**config.mk**
```make
export PLATFORM = sky130hd
export DESIGN_NAME = pe_noc_adapter
export DESIGN_NICKNAME = d
export VERILOG_FILES = /design/src/rtl/pe_noc_adapter.sv
export SDC_FILE = /design/constraint.sdc
export NUM_CORES = 2
export LEC_CHECK = 0
export ABC_CLOCK_PERIOD_IN_PS = 11400
export CELL_PAD_IN_SITES_DETAIL_PLACEMENT = 1
export CELL_PAD_IN_SITES_GLOBAL_PLACEMENT = 2
export CORE_AREA = 2 2 599 720
export DETAILED_ROUTE_END_ITERATION = 10
export DIE_AREA = 0 0 601 722
export PLACE_DENSITY_LB_ADDON = 0.1
export SYNTH_ARGS = -nofsm -noshare
export SYNTH_HDL_FRONTEND = slang
export SYNTH_SLANG_ARGS = --single-unit
export TNS_END_PERCENT = 5
```
**constraint.sdc**
```tcl
create_clock -name clk -period 11.4 [get_ports clk]
set_input_delay 1.14 -clock clk [delete_from_list [all_inputs] [get_ports clk]]
set_output_delay 1.14 -clock clk [all_outputs]
set_load 0.005 [all_outputs]
```
**src/rtl/pe_noc_adapter.sv**
```systemverilog
// PE-to-NoC adapter: TX FIFO builds {dest_y, dest_x, data} flits for the switch,
// RX FIFO accepts flits addressed to this node and flags misroutes/overflows.

module pe_noc_adapter_fifo #(
    parameter int W     = 8,
    parameter int DEPTH = 4
) (
    input  logic                     clk,
    input  logic                     rstn,
    input  logic                     i_push,
    input  logic                     i_pop,
    input  logic [W-1:0]             i_data,
    output logic                     o_valid,
    output logic [W-1:0]             o_data,
    output logic [$clog2(DEPTH):0]   o_level
);
    localparam int AW = $clog2(DEPTH);
    localparam int LW = AW + 1;

    logic [W-1:0]  r_mem [DEPTH];
    logic [AW-1:0] r_wr;
    logic [AW-1:0] r_rd;
    logic [AW-1:0] w_rd_nxt;
    logic [LW-1:0] w_level_nxt;

    always_comb begin
        w_rd_nxt    = i_pop ? r_rd + AW'(1) : r_rd;
        w_level_nxt = o_level;
        if (i_push && !i_pop)
            w_level_nxt = o_level + LW'(1);
        else if (!i_push && i_pop)
            w_level_nxt = o_level - LW'(1);
    end

    always_ff @(posedge clk) begin
        if (i_push)
            r_mem[r_wr] <= i_data;
    end

    // Output register always holds the post-edge head; a push into an empty
    // (or just-drained) FIFO bypasses the memory so latency stays one edge.
    always_ff @(posedge clk) begin
        if (!rstn) begin
            r_wr    <= '0;
            r_rd    <= '0;
            o_level <= '0;
            o_valid <= 1'b0;
            o_data  <= '0;
        end else begin
            if (i_push)
                r_wr <= r_wr + AW'(1);
            r_rd    <= w_rd_nxt;
            o_level <= w_level_nxt;
            o_valid <= (w_level_nxt != '0);
            if (w_level_nxt != '0)
                o_data <= (i_push && (r_wr == w_rd_nxt)) ? i_data : r_mem[w_rd_nxt];
        end
    end
endmodule

module pe_noc_adapter #(
    parameter int X           = 4,
    parameter int Y           = 4,
    parameter int data_width  = 256,
    parameter int x_size      = 2,
    parameter int y_size      = 2,
    parameter int total_width = x_size + y_size + data_width,
    parameter int x_coord     = 0,
    parameter int y_coord     = 0,
    parameter int DEPTH       = 4
) (
    input  logic                     clk,
    input  logic                     rstn,
    input  logic                     i_tx_valid,
    input  logic [x_size-1:0]        i_tx_dest_x,
    input  logic [y_size-1:0]        i_tx_dest_y,
    input  logic [data_width-1:0]    i_tx_data,
    output logic                     o_tx_ready,
    output logic                     o_noc_valid,
    output logic [total_width-1:0]   o_noc_data,
    input  logic                     i_noc_ready,
    input  logic                     i_noc_valid,
    input  logic [total_width-1:0]   i_noc_data,
    output logic                     o_rx_valid,
    output logic [data_width-1:0]    o_rx_data,
    input  logic                     i_rx_ready,
    output logic                     o_rx_overflow,
    output logic                     o_rx_misroute,
    input  logic                     i_clr_flags,
    output logic [$clog2(DEPTH):0]   o_tx_level,
    output logic [$clog2(DEPTH):0]   o_rx_level
);
    localparam int LW = $clog2(DEPTH) + 1;
    localparam logic [LW-1:0]     LP_FULL = LW'(DEPTH);
    localparam logic [x_size-1:0] LP_X    = x_size'(x_coord);
    localparam logic [y_size-1:0] LP_Y    = y_size'(y_coord);
    // A node placed outside the mesh can never be addressed.
    localparam bit LP_IN_MESH = (x_coord < X) && (y_coord < Y);

    logic                   w_tx_push;
    logic                   w_tx_pop;
    logic [total_width-1:0] w_tx_flit;
    logic                   w_rx_match;
    logic                   w_rx_full;
    logic                   w_rx_pop;
    logic                   w_rx_push;
    logic                   w_set_ovf;
    logic                   w_set_mis;
    logic [x_size-1:0]      w_rx_dx;
    logic [y_size-1:0]      w_rx_dy;

    always_comb begin
        o_tx_ready = (o_tx_level != LP_FULL);
        w_tx_push  = i_tx_valid && o_tx_ready;
        w_tx_pop   = o_noc_valid && i_noc_ready;
        w_tx_flit  = total_width'({i_tx_dest_y, i_tx_dest_x, i_tx_data});

        w_rx_dx    = i_noc_data[data_width +: x_size];
        w_rx_dy    = i_noc_data[data_width + x_size +: y_size];
        w_rx_match = LP_IN_MESH && (w_rx_dx == LP_X) && (w_rx_dy == LP_Y);
        w_rx_full  = (o_rx_level == LP_FULL);
        w_rx_pop   = o_rx_valid && i_rx_ready;
        w_rx_push  = i_noc_valid && w_rx_match && (!w_rx_full || w_rx_pop);
        w_set_ovf  = i_noc_valid && w_rx_match && w_rx_full && !w_rx_pop;
        w_set_mis  = i_noc_valid && !w_rx_match;
    end

    pe_noc_adapter_fifo #(.W(total_width), .DEPTH(DEPTH)) u_tx_fifo (
        .clk     (clk),
        .rstn    (rstn),
        .i_push  (w_tx_push),
        .i_pop   (w_tx_pop),
        .i_data  (w_tx_flit),
        .o_valid (o_noc_valid),
        .o_data  (o_noc_data),
        .o_level (o_tx_level)
    );

    pe_noc_adapter_fifo #(.W(data_width), .DEPTH(DEPTH)) u_rx_fifo (
        .clk     (clk),
        .rstn    (rstn),
        .i_push  (w_rx_push),
        .i_pop   (w_rx_pop),
        .i_data  (i_noc_data[data_width-1:0]),
        .o_valid (o_rx_valid),
        .o_data  (o_rx_data),
        .o_level (o_rx_level)
    );

    // Set events win over a simultaneous clear.
    always_ff @(posedge clk) begin
        if (!rstn) begin
            o_rx_overflow <= 1'b0;
            o_rx_misroute <= 1'b0;
        end else begin
            if (w_set_ovf)
                o_rx_overflow <= 1'b1;
            else if (i_clr_flags)
                o_rx_overflow <= 1'b0;
            if (w_set_mis)
                o_rx_misroute <= 1'b1;
            else if (i_clr_flags)
                o_rx_misroute <= 1'b0;
        end
    end
endmodule

```
==> results.cfg <==
[status]
status = complete, no violations

[sta]
hold_viol_final = 0
period_minus_slack_ns = 5.31
tightest_slew_ns = 1.16
fin_crit_sh_pct = 46.6
finalSetupViolations = 0
rsz0062_at_grt = no
slew_headroom_pct = 22.4
fin_tns_setup_ns = 0
fmax_mhz = 188
finClkSkew_ns = 0.0478
hold_ws_ns = 0.455
finalMaxSlewViolations = 0

[critical_path]
crit_fanout = 176
max_stage_delay_ns = 0.93
crit_buf_inv = 4
cp.required_ns = 12.24
reg2reg_to = u_rx_fifo.o_data[141]
arrival_ns = 6.15
start_kind = flop
slowest_stage = buf_4
crit_path_cell_trace = buf_12 -> buf_4 -> buf_4 -> buf_4 -> nor3_1 -> a211o_1 -> a21oi_1 -> mux2i_1 -> o2bb2ai_1
crit_family = buffers and inverters
timing.reg2reg.worst_path_depth = 9
critPathKind = reg2reg
reg2reg_from = u_rx_fifo.r_rd[0]
cp_common_cell = buf_4
r2r_setup_slack_ns = 6.09
critPathCaptureType = flop

[synth]
seq_area_frac_synth_pct = 63.3
synth-main-ff-cell = edfxtp_1
syn_area_sq_um = 115000
synth_nets = 9610
ys_ff_latch = 2598
yosysWarnings = 0
syn_inst = 9069
yosys.cell_types.count = 54
synth_edf_count = 2064
async_flop_share_pct = 0
avgSynthCellArea_sq_um = 12.6

[power_and_ir_drop]
power_density_nw_per_um2 = 227
swShare_pct = 33.6
p_switching_uw = 10700
power_frac_seq_pct = 38.7
p_total_uw = 31900
p_int_uw = 21200
p_leak_uw = 0.0448
pwr-share-clk_pct = 31.6
max-vdd-ir-drop_v = 0.000180
comb_power_share_pct = 29.7

[min_path]
min_path_cells = 2
hp-class = reg2reg
worstHoldStart = u_tx_fifo.o_data[130]
hold_end = u_tx_fifo.o_data[130]

[route]
vias_per_cell = 5.27
drc = 0
wire_per_inst_um = 27.2
drt-pass1-iter-count = 7
antenna_left = 0
vias = 82500
first_iter_violations = 4581
drt_wl_total_mm = 427

[floorplan]
core_area_sq_um = 427000
start_util_pct = 26.9
num_io_pins = 1054
die_area_sq_um = 434000
die_h_um = 722
die_w_um = 601
rows = 263

[clock_tree]
cts_root_buffer = clkbuf_16
post_cts_buffers = 0
clk_pin_slew_ns = 0.06
clk_latency_ns = 0.94
cts_made_buffers = 313
cts_buffer_depth = 4
cts-resized-gates = 0
cts_sinks = 2598
cts_hold_buf = 0
cts_tree = yes
htree_levels = 5

[global_routing]
grt_remaining_overflow = 0
grt_max_degree = 237
grt_pass1_wl_mm = 617
antenna_found_initial = 155
grt_pass1_vias = 87100
grt_usage_pct = 18.9

[place]
place.gp.congestion = 0.731
placed_cells = 15000
hpwl_mm = 242
port_buffers = 1053

[run]
cap_violations = 0

[finish]
nets = 10200
fillerInstances = 45200
layout.cells.non_filler = 15700
areaGrowthSynthToFinish_pct = 22.3
drive_gt1_share_pct = 8.89
==> routing by layer <==
metal  vias up  GRT usage [%]  wire, um
li1      37000              -         -
met1     43000           23.6    182000
met2      1845           31.8    203000
met3       625           5.26     29700
met5         -              0       428
met4        66           5.44     10900
==> final cells by class <==
type                            count  area, sq um  share of cell area [%]
Sequential cell                  2598        72700                    51.8
Multi-Input combinational cell   5277        37100                    26.5
Timing Repair Buffer             1187        11900                    8.48
Clock buffer                      466         9120                    6.50
Tap cell                         5697         7130                    5.08
Clock inverter                    113         1120                   0.797
Inverter                          274         1030                   0.733
Antenna cell                       60          150                   0.107
==> worst max-delay path by stage <==
stage | end | slack, ns | from | cells after the start
final | u_rx_fifo.o_data[141] | 6.09 | u_rx_fifo.r_rd[0] | 9
after global routing | u_rx_fifo.o_data[107] | 5.59 | u_rx_fifo.r_rd[0] | 9
after CTS | u_rx_fifo.o_data[141] | 5.99 | u_rx_fifo.r_rd[0] | 9
after detailed placement | u_tx_fifo.o_data[184] | 5.16 | i_noc_ready | 9
after global placement | u_tx_fifo.o_data[187] | 5.19 | i_noc_ready | 9
after floorplan | u_rx_fifo.r_mem[0][0] | 3.01 | i_noc_data[257] | 4
==> metrics by stage <==
stage,instance area [sq um],utilization [%],worst slack (ns)
detailed placement,130000,30.4,5.16
CTS,140000,32.8,5.99
finish,140000,32.9,6.09
floorplan,115000,-,3.01
global route,140000,32.8,5.59
global placement,130000,30.4,5.19
==> placed cells by master (no fill, tap or decap), types with 259 or more instances in the layout <==
cell / Yosys / routed
clkbuf_16: 0 / 323
nand3_1: 260 / 260
edfxtp_1: 2064 / 2064
a211oi_1: 517 / 517
inv_1: 274 / 274
o32ai_1: 260 / 260
clkdlybuf4s50_1: 0 / 1052
dfxtp_1: 534 / 530
mux2_2: 259 / 259
nand2_1: 276 / 274
a221oi_1: 259 / 259
a21oi_1: 524 / 524
nor2_1: 519 / 519
mux2i_1: 261 / 261
a22oi_1: 259 / 259
nand3b_1: 516 / 516
==> synthesized netlist by cell type (257+ instances only) <==
cell	n	share of area [%]
dfxtp_1	534	9.3
nor3_1	257	1.1
a21oi_1	524	2.3
a221oi_1	259	2.0
nand2_1	276	0.90
o32ai_1	260	2.0
nand3_1	260	1.1
mux2_2	259	2.5
clkbuf_1	588	1.9
nor2b_1	258	1.4
a22oi_1	259	1.7
a211oi_1	517	3.4
mux2i_1	261	2.3
inv_1	274	0.90
nand3b_1	516	3.4
edfxtp_1	2064	54
nor2_1	519	1.7
==> power groups by stage <==
stage | logic (uW) | registers [uW] | clock network, uW
2_1_floorplan | 4800 | 12300 | 0
6_report | 9480 | 12300 | 10100
3_5_place_dp | 9650 | 12500 | 0
3_3_place_gp | 9520 | 12500 | 0
5_1_grt | 10300 | 12500 | 10800
4_1_cts | 9700 | 12300 | 10500
==> sequential cells by signal, indices dropped and copies added, names as in the netlist <==
signal and flops:
u_tx_fifo.r_mem 1040, u_rx_fifo.r_mem 1024, u_tx_fifo.o_data 260, u_rx_fifo.o_data 256, u_rx_fifo.o_level 3, u_tx_fifo.o_level 3, u_rx_fifo.r_rd 2, u_rx_fifo.r_wr 2
u_tx_fifo.r_rd 2, u_tx_fifo.r_wr 2, o_rx_misroute 1, o_rx_overflow 1, u_rx_fifo.o_valid 1, u_tx_fifo.o_valid 1
==> kinds of logic (layout without fill, tap and decap cells) <==
family	count (synthesis)	in the layout	share of synthesized area, %
other	0	60	0
buffers and inverters	1194	2040	4.39
xor gates and xnor gates	10	10	0.0763
AOI/OAI and AO/OA	2612	2612	17.4
and+or+nand+nor	2121	2121	9.85
adders and majority gates	14	14	0.153
DFF	2598	2598	63.3
muxes	520	520	4.82
==> worst register-to-register path, delay by kind of cell, from the launching register on <==
kind / cells / cell delay, ns
buffers and inverters: 4 / 3.52
AO/OA/AOI/OAI: 3 / 0.65
multiplexers: 1 / 0.09
AND/OR/NAND/NOR: 1 / 0.15
flip-flops: 1 / 0.84
(Power assumes the default switching activity.)
